[src/rtl/udp_header_rx_mp.sv]
`timescale 1ns/1ps
`default_nettype none
// +--------------------------------------------------------------------------+
// | udp_header_rx_mp                                                         |
// | Strips the UDP header, matches the destination port against a table,     |
// | and gates the payload out as a registered byte stream.                   |
// | Rev 1.0                                                                  |
// +--------------------------------------------------------------------------+
module udp_header_rx_mp #(
   parameter int NUM_PORTS = 4,
   parameter int MAX_LEN   = 1500,
   parameter int IDX_W     = (NUM_PORTS > 1) ? $clog2(NUM_PORTS) : 1,
   parameter int CNT_W     = $clog2(MAX_LEN + 1)
) (
   input  logic                    aclk,
   input  logic                    aresetn,
   input  logic [7:0]              data_in,
   input  logic                    data_valid,
   input  logic                    ip_header_done,
   input  logic [16*NUM_PORTS-1:0] port_table,
   input  logic [NUM_PORTS-1:0]    port_enable,
   output logic [7:0]              udp_data,
   output logic                    udp_data_valid,
   output logic                    udp_data_tlast,
   output logic [IDX_W-1:0]        udp_port_idx,
   output logic [15:0]             udp_src_port,
   output logic [15:0]             udp_payload_len,
   output logic                    udp_hdr_done,
   output logic                    err_len,
   output logic                    err_trunc,
   output logic                    drop_port
);

   typedef enum logic [2:0] {
      S_WAIT    = 3'd0,
      S_SRC     = 3'd1,
      S_DST     = 3'd2,
      S_LEN     = 3'd3,
      S_CSUM    = 3'd4,
      S_PAYLOAD = 3'd5,
      S_DROP    = 3'd6
   } state_t;

   state_t           r_state;
   logic             r_bcnt;
   logic [7:0]       r_hi;
   logic [15:0]      r_src;
   logic [IDX_W-1:0] r_idx;
   logic [CNT_W-1:0] r_plen;
   logic [CNT_W-1:0] r_pcnt;

   logic [15:0]      w_word;
   logic             w_hit;
   logic [IDX_W-1:0] w_idx;
   logic             w_len_ok;
   logic [CNT_W-1:0] w_plen;
   logic             w_last;

   assign w_word   = {r_hi, data_in};
   // Range check on the full 16-bit field before narrowing to the counter width
   assign w_len_ok = (w_word >= 16'd8) && (w_word <= 16'(MAX_LEN));
   assign w_plen   = CNT_W'(w_word - 16'd8);
   assign w_last   = (r_pcnt == (r_plen - CNT_W'(1)));

   // Scan from the top down so the lowest matching index is the one kept
   always_comb begin
      w_hit = 1'b0;
      w_idx = '0;
      for (int i = NUM_PORTS - 1; i >= 0; i--) begin
         if (port_enable[i] && (port_table[16*i +: 16] == w_word)) begin
            w_hit = 1'b1;
            w_idx = IDX_W'(i);
         end
      end
   end

   always_ff @(posedge aclk or negedge aresetn) begin
      if (!aresetn) begin
         r_state         <= S_WAIT;
         r_bcnt          <= 1'b0;
         r_hi            <= '0;
         r_src           <= '0;
         r_idx           <= '0;
         r_plen          <= '0;
         r_pcnt          <= '0;
         udp_data        <= '0;
         udp_data_valid  <= 1'b0;
         udp_data_tlast  <= 1'b0;
         udp_port_idx    <= '0;
         udp_src_port    <= '0;
         udp_payload_len <= '0;
         udp_hdr_done    <= 1'b0;
         err_len         <= 1'b0;
         err_trunc       <= 1'b0;
         drop_port       <= 1'b0;
      end else begin
         udp_data_valid <= 1'b0;
         udp_data_tlast <= 1'b0;
         udp_hdr_done   <= 1'b0;
         err_len        <= 1'b0;
         err_trunc      <= 1'b0;
         drop_port      <= 1'b0;

         case (r_state)
            S_WAIT: begin
               r_bcnt <= 1'b0;
               if (ip_header_done && data_valid) begin
                  r_state <= S_SRC;
               end
            end

            S_SRC, S_DST, S_LEN, S_CSUM: begin
               if (!data_valid) begin
                  err_trunc <= 1'b1;
                  r_bcnt    <= 1'b0;
                  r_state   <= S_WAIT;
               end else if (!r_bcnt) begin
                  r_hi   <= data_in;
                  r_bcnt <= 1'b1;
               end else begin
                  r_bcnt <= 1'b0;
                  case (r_state)
                     S_SRC: begin
                        r_src   <= w_word;
                        r_state <= S_DST;
                     end
                     S_DST: begin
                        if (w_hit) begin
                           r_idx   <= w_idx;
                           r_state <= S_LEN;
                        end else begin
                           drop_port <= 1'b1;
                           r_state   <= S_DROP;
                        end
                     end
                     S_LEN: begin
                        if (w_len_ok) begin
                           r_plen  <= w_plen;
                           r_state <= S_CSUM;
                        end else begin
                           err_len <= 1'b1;
                           r_state <= S_DROP;
                        end
                     end
                     default: begin
                        udp_hdr_done    <= 1'b1;
                        udp_port_idx    <= r_idx;
                        udp_src_port    <= r_src;
                        udp_payload_len <= 16'(r_plen);
                        r_pcnt          <= '0;
                        if (r_plen == '0) begin
                           r_state <= S_WAIT;
                        end else begin
                           r_state <= S_PAYLOAD;
                        end
                     end
                  endcase
               end
            end

            S_PAYLOAD: begin
               if (!data_valid) begin
                  err_trunc <= 1'b1;
                  r_state   <= S_WAIT;
               end else begin
                  udp_data       <= data_in;
                  udp_data_valid <= 1'b1;
                  if (w_last) begin
                     udp_data_tlast <= 1'b1;
                     r_state        <= S_WAIT;
                  end else begin
                     r_pcnt <= r_pcnt + CNT_W'(1);
                  end
               end
            end

            S_DROP: begin
               if (!data_valid) begin
                  r_state <= S_WAIT;
               end
            end

            default: begin
               r_state <= S_WAIT;
            end
         endcase
      end
   end

endmodule
`default_nettype wire

[config.mk]
export PLATFORM = sky130hd
export DESIGN_NAME = udp_header_rx_mp
export DESIGN_NICKNAME = d
export VERILOG_FILES = /design/src/rtl/udp_header_rx_mp.sv
export SDC_FILE = /design/constraint.sdc
export NUM_CORES = 1
export LEC_CHECK = 0
export CORE_ASPECT_RATIO = 1.75
export CORE_UTILIZATION = 54
export CTS_CLUSTER_DIAMETER = 40
export DETAILED_ROUTE_END_ITERATION = 8
export GPL_TIMING_DRIVEN = 0
export PLACE_DENSITY = 0.84
export SYNTH_ARGS = -nofsm -noshare
export SYNTH_HDL_FRONTEND = slang
export SYNTH_SLANG_ARGS = --single-unit
[constraint.sdc]
create_clock -name aclk -period 4.2 [get_ports aclk]
set_input_delay 0.84 -clock aclk [delete_from_list [all_inputs] [get_ports aclk]]
set_output_delay 0.84 -clock aclk [all_outputs]
set_load 0.02 [all_outputs]
# --- After elaboration in Yosys (flattened, before gate mapping) ---
# Cells that the tools add are included.
word_totals:
  reg_bits: 95
  input_bits: 80
  out_inout_bits: 48
classes:
  add_sub_neg: 3
  n_lt_le_gt_ge: 2
  eq_ne: 20
  n_mux: 49
  bitwise_logic: 2
  reduce_logical: 21
ops:
  columns: ["cell", "n"]
  rows:
  - ["$eq 16x16->1", 4]
  - ["$mux 11", 5]
  - ["$mux 1", 27]
  - ["$mux 3", 8]
  - ["$pmux 11 s2", 1]
  - ["$ge 16x4->1 const B", 1]
  - ["$le 16x11->1 const B", 1]
  - ["$ne 2x2->1 const B", 7]
  - ["$pmux 3 s4", 1]
  - ["$reduce_and 4->1", 3]
  - ["$add 11x1->11 const B", 1]
  - ["$eq 11x11->1", 1]
  - ["$logic_not 11->1", 1]
  - ["$sub 11x1->11 const B", 1]
  - ["$sub 11x4->11 const B", 1]
  - ["$mux 2", 5]
  - ["$reduce_and 5->1", 2]
  - ["$eq 3x3->1 const B", 3]
  - ["$pmux 3 s3", 1]
  - ["$eq 3x2->1 const B", 2]
  - ["$logic_and 1x1->1", 6]
  - ["$ne 3x3->1 const B", 2]
  - ["$reduce_and 6->1", 1]
  - ["$reduce_or 5->1", 1]
  - ["9 further kinds", 11]

# --- Longest topological paths before layout ---
# Gate-level depths: netlist (run 1).
depth:
  depth_word: 11
  depth_mapped: 10
  depth_no_buf: 9

# --- Worst setup path before layout (run 1) ---
# Ideal clock, no wire load.
synth_path:
  path_kind: "input port to flip-flop"
  start: "in data_in[5]"
  end: "reg r_plen[2]"
  arrival_ps: 2740
  t_required_ps: 4075
  setup_slack_ps: 1335
  path_stages: 7
  n_path_buf: 1
  path_cell_list: "clkbuf_1 nor3_1 nand3_1 nor2_1 nor4b_1 nor4b_4 mux2_2"
synth_via:
  elab_chain_len: 3
synth_rtl:
  columns: ["item", "line_no", "text"]
  rows:
  - ["start: declaration", "17", "input logic [7:0] data_in,"]
  - ["$ge 16x4->1 or $le 16x11->1 (tied branches)", "61", "assign w_len_ok = (w_word >= 16'd8) && (w_word <= 16'(MAX_LEN));"]
  - ["$logic_and 1x1->1 (*)", "61", null]
  - ["$reduce_and 5->1 (no source line) (*)", null, null]
  - ["end signal: assignment", "138", "r_plen <= w_plen;"]
  - ["end: declaration", "49", "logic [CNT_W-1:0] r_plen;"]
# Every way passes the cells marked *; elsewhere a longest branch is shown, timed or not.
# A chain may end at the register's enable or synchronous reset.

# --- Final worst setup path (run 1) ---
layout_path:
  start: "in data_in[6]"
  end: "reg r_plen[0]"
# The elaborated chain is that of the path after synthesis.

==> impl_results.md, run 1 <==
- Area fraction in compound gates after synthesis: a little under a tenth
- Post-route insts no fill: just over 800
- # resized after CTS: 0
- Worst flop-to-flop path endpoint: r_pcnt[0]
- Number of levels in the clock H-tree: 3
- Leak: roughly 0.0030 µW
- Global placer's final weighted congestion: 0.856
- Max clock buf depth: 2
- Post-synthesis share of cell area spent on full adders, half adders and majority gates: 1.12%
- Number of input and output port buffers inserted: 116
- Final Critical Period: a little under 4 ns
- Die Wd: 77.2 µm
- Most used cell along the critical path: sky130_fd_sc_hd__nor2_1
- Number of buffers inserted for hold repair after clock tree synthesis: 0
- Root cell of the clock tree: sky130_fd_sc_hd__clkbuf_16
- Worst path arrival time: 4.14 ns
- Core footprint: roughly 9500 µm²
- Share of the clock period used by the worst path: 92.4%
- Wire length after detailed routing: 14700 µm
- Multiplexer area fraction after synthesis: 6.27%
- Clock Latency Late Sink: 0.35 ns
- Synthesized flop and latch total: 95
- Setup CP Type: input port to flop
- Startpoint type of the worst setup path: input port
- CP Cell Sequence: clkdlybuf4s50_1, clkbuf_1, nor2_1, nand3_1, nor2_1, nor4b_1, nor4b_4, buf_2, nand2_1, o21ai_0
- Unrepaired setup endpoints after global routing: no
- Slack of the worst reg-to-reg path: 0.96 ns
- Rows: 47
- Total cell area at the placement stage: ~6700 µm²
- R2R depth: 9
- Kind of cell with the highest combined delay on the critical path: simple AND/OR/NAND/NOR gates
- Setup clock skew after layout: 0.00940 ns
- Clock tree from TritonCTS: built
- Worst path max stage delay: approximately 0.67 ns
- Die height: 134 µm
- FFs w/ async S/R, synth: 100%
- Slew headroom: 16.4%
- Post-route total power: 3850 µW
- Starting density of the core: 56.2%
- Final standard cell area without fillers: 7000 µm²
- Antenna violations before repair: 0
- Crit path max-delay cell type: sky130_fd_sc_hd__nor4b_4
- Element type at the critical path end: flop
- Number of flops mapped to enable cells by yosys: 0
- Post-CTS setup-driven buffer insertion count: 0
- Class of the worst hold path: input port to asynchronous set/reset pin
- Synthesized area per cell: 9.42 µm²
- Routed wire per std cell: 17.8 µm
- Inst Count DP: 811
- DRC viols: 0
- I/O pin count: around 130
- Synthesized instance count: 568
- Number of maximum-capacitance violations: 0
- Xor-xnor portion of the synthesized cell area: 13.3%
- Yosys warning total: 0
- Post-synthesis share of cell area spent on and, or, nand and nor gates: 21.2%
- Fin nets: 784
- Maximum vdd ir drop: 0.344 mV
- Area used by multi-input combinational logic: 2740 µm²
- Number of slew-limit violations in the final report: 0
- Required time reported for the critical path endpoint: 4.46 ns
- Count of different cell masters after synthesis: 58
- Clock buffer count from CTS: 9
- Count of clock tree sinks: 95
- Gr usage total: a little under a third
- Router iterations before antenna repair: 5
- Top fanout value on the critical path: 10
- Average vias per placed instance: 5.70
- Layout Utilization: 73.4%
- Clock transition at path regs: 0.07 ns
- Final HPWL from detailed placement: between 10000 and 15000 µm
- Hold Worst Slack: 0.460 ns
- Total power divided by cell area: between 500 and 600 nW/µm²
- Largest net degree at the start of global routing: 58
- Total grt overflow: 0
- Full die area: 10300 µm²
- Worst flop-to-flop path startpoint: r_plen[0]
- Worst path bufs/invs: 3
- Fraction of final layout cells with drive strength greater than 1: 12.1%
- Run status: complete, no violations
- Area growth syn-to-layout: 30.8%
- Violation count after the first detailed-routing iteration: 428
- Global-route wire length before repair: around 24000 µm
- Measured slew at the worst slew-check pin: 1.24 ns
- Layout fillers: slightly above 700
- Maximum achievable frequency: about 0.26 GHz
- Number of hold violations in the final report: 0
- Total area of sequential cells: 2380 µm²
- Detail Route Antenna Nets: 0
- Via count of the first global-routing pass: 4882
- Most frequently used flop master after synthesis: sky130_fd_sc_hd__dfrtp_1
- Count of antenna diodes in the layout: 0
- Setup-violating endpoint count in the final report: 0
- Total number of vias: 4717
- Fraction of the yosys area taken by sequential cells: 44.4%
- Largest family of logic cells by synthesized area: simple AND/OR/NAND/NOR gates
- Area of the mapped netlist: 5350 µm²
synth_stat cells (all sizes together), types with 3 or more instances:
master    n  share of area [%]
nand2   121                8.5
dfrtp    95                 44
xnor2    58                9.5
mux2     28                5.9
clkbuf   25                1.8
a21oi    24                2.9
xor2     23                3.8
nor2     22                1.5
o21ai    22                2.6
nand4    17                2.0
nand3    16                1.5
buf      15                1.8
nor3     13                1.2
inv      12               0.84
or3      11                1.3
nor4      8                1.2
and3      5               0.61
ha        4               0.94
nand3b    4               0.56
or4       4               0.56
nand2b    3               0.35
nor4b     3               0.77
power by group:
group	switching (µW)	internal (µW)
Clock	384	415
Combinational	953	742
Sequential	172	1180
Total	1510	2340
logic make-up (layout without fill, tap and decap cells):
logic type,count (synthesis),count (layout)
flops,95,95
mux,30,30
other cells,1,5
simple gates,234,234
buf+inv,54,187
fa+ha+maj,5,5
compound gates,68,68
xor+xnor,81,81
metrics by stage:
step,setup TNS [ns],setup WS (ns)
after CTS,0,0.408
after detailed placement,0,0.120
after global placement,-98.93,-1.05
after floorplan,0,1.34
final,0,0.319
after global routing,0,0.128
sequential cells by signal, indices dropped and copies added (netlist names), 2 cells and up:
| register | count |
|---|---|
| r_src | 16 |
| udp_src_port | 16 |
| r_pcnt | 11 |
| r_plen | 11 |
| udp_payload_len | 11 |
| r_hi | 8 |
| udp_data | 8 |
| r_state | 3 |
| r_idx | 2 |
| udp_port_idx | 2 |
cell type report:
cell class,instances,share of cell area [%]
Clock inverter,7,0.948
Multi-Input combinational cell,423,39.2
Timing Repair Buffer,117,17.0
Buffer,40,2.75
Sequential cell,95,34.0
Clock buffer,9,3.22
Tap cell,122,2.18
Inverter,14,0.751
worst register-to-register path: stages, from the launching register on:
cell	delay, ns
sky130_fd_sc_hd__dfrtp_1	0.42
sky130_fd_sc_hd__inv_1	0.16
sky130_fd_sc_hd__ha_1	0.26
sky130_fd_sc_hd__nor3b_1	0.66
sky130_fd_sc_hd__nand2_1	0.13
sky130_fd_sc_hd__nor4_1	0.22
sky130_fd_sc_hd__mux2i_1	0.19
sky130_fd_sc_hd__nor4_4	0.49
sky130_fd_sc_hd__nand3b_1	0.23
sky130_fd_sc_hd__mux2_1	0.36
worst max path at each step:
stage | startpoint | slack (ns) | endpoint | cells after the start
global placement | aresetn | -1.05 | udp_src_port[11] | 1
finish | data_in[6] | 0.32 | r_plen[0] | 10
detailed placement | data_in[6] | 0.12 | r_plen[0] | 10
floorplan | data_in[5] | 1.34 | r_plen[2] | 7
CTS | data_in[6] | 0.41 | r_plen[0] | 10
global route | data_in[6] | 0.13 | r_plen[0] | 10
layer usage:
metal  vias to the layer above  GRT usage (%)  routed length [µm]
met5                         -              0                   0
met2                       167           55.8                8160
met1                      2311           31.0                5240
met3                        54           5.27                 618
met4                         0           17.0                 688
li1                       2185              -                   -
cell usage in the layout, fill, tap and decap left out, drive strengths merged, types with 8 or more instances in the layout:
cell type and count:
a21oi 24, buf 17, clkbuf 34, clkdlybuf4s50 115, dfrtp 95, inv 15
mux2 28, nand2 121, nand3 16, nand4 17, nor2 22, nor3 13
nor4 8, o21ai 22, or3 11, xnor2 58, xor2 23
No activity file was read; power rests on OpenSTA's default activity.
==> run 2, diff against run 1 <==
--- a/config.mk
+++ b/config.mk
@@ -10,6 +10,7 @@
 export CTS_CLUSTER_DIAMETER = 40
 export DETAILED_ROUTE_END_ITERATION = 8
 export GPL_TIMING_DRIVEN = 0
+export HOLD_SLACK_MARGIN = 0.08
 export PLACE_DENSITY = 0.84
 export SYNTH_ARGS = -nofsm -noshare
 export SYNTH_HDL_FRONTEND = slang
==> results of run 2 <==
Final layout, timing and power as in run 1 (identical DEF).
==> run 3, diff against run 2 <==
--- a/config.mk
+++ b/config.mk
@@ -12,6 +12,7 @@
 export GPL_TIMING_DRIVEN = 0
 export HOLD_SLACK_MARGIN = 0.08
 export PLACE_DENSITY = 0.84
+export SKIP_LAST_GASP = 1
 export SYNTH_ARGS = -nofsm -noshare
 export SYNTH_HDL_FRONTEND = slang
 export SYNTH_SLANG_ARGS = --single-unit
==> results of run 3 <==
Final layout, timing and power as in run 1 (identical DEF).
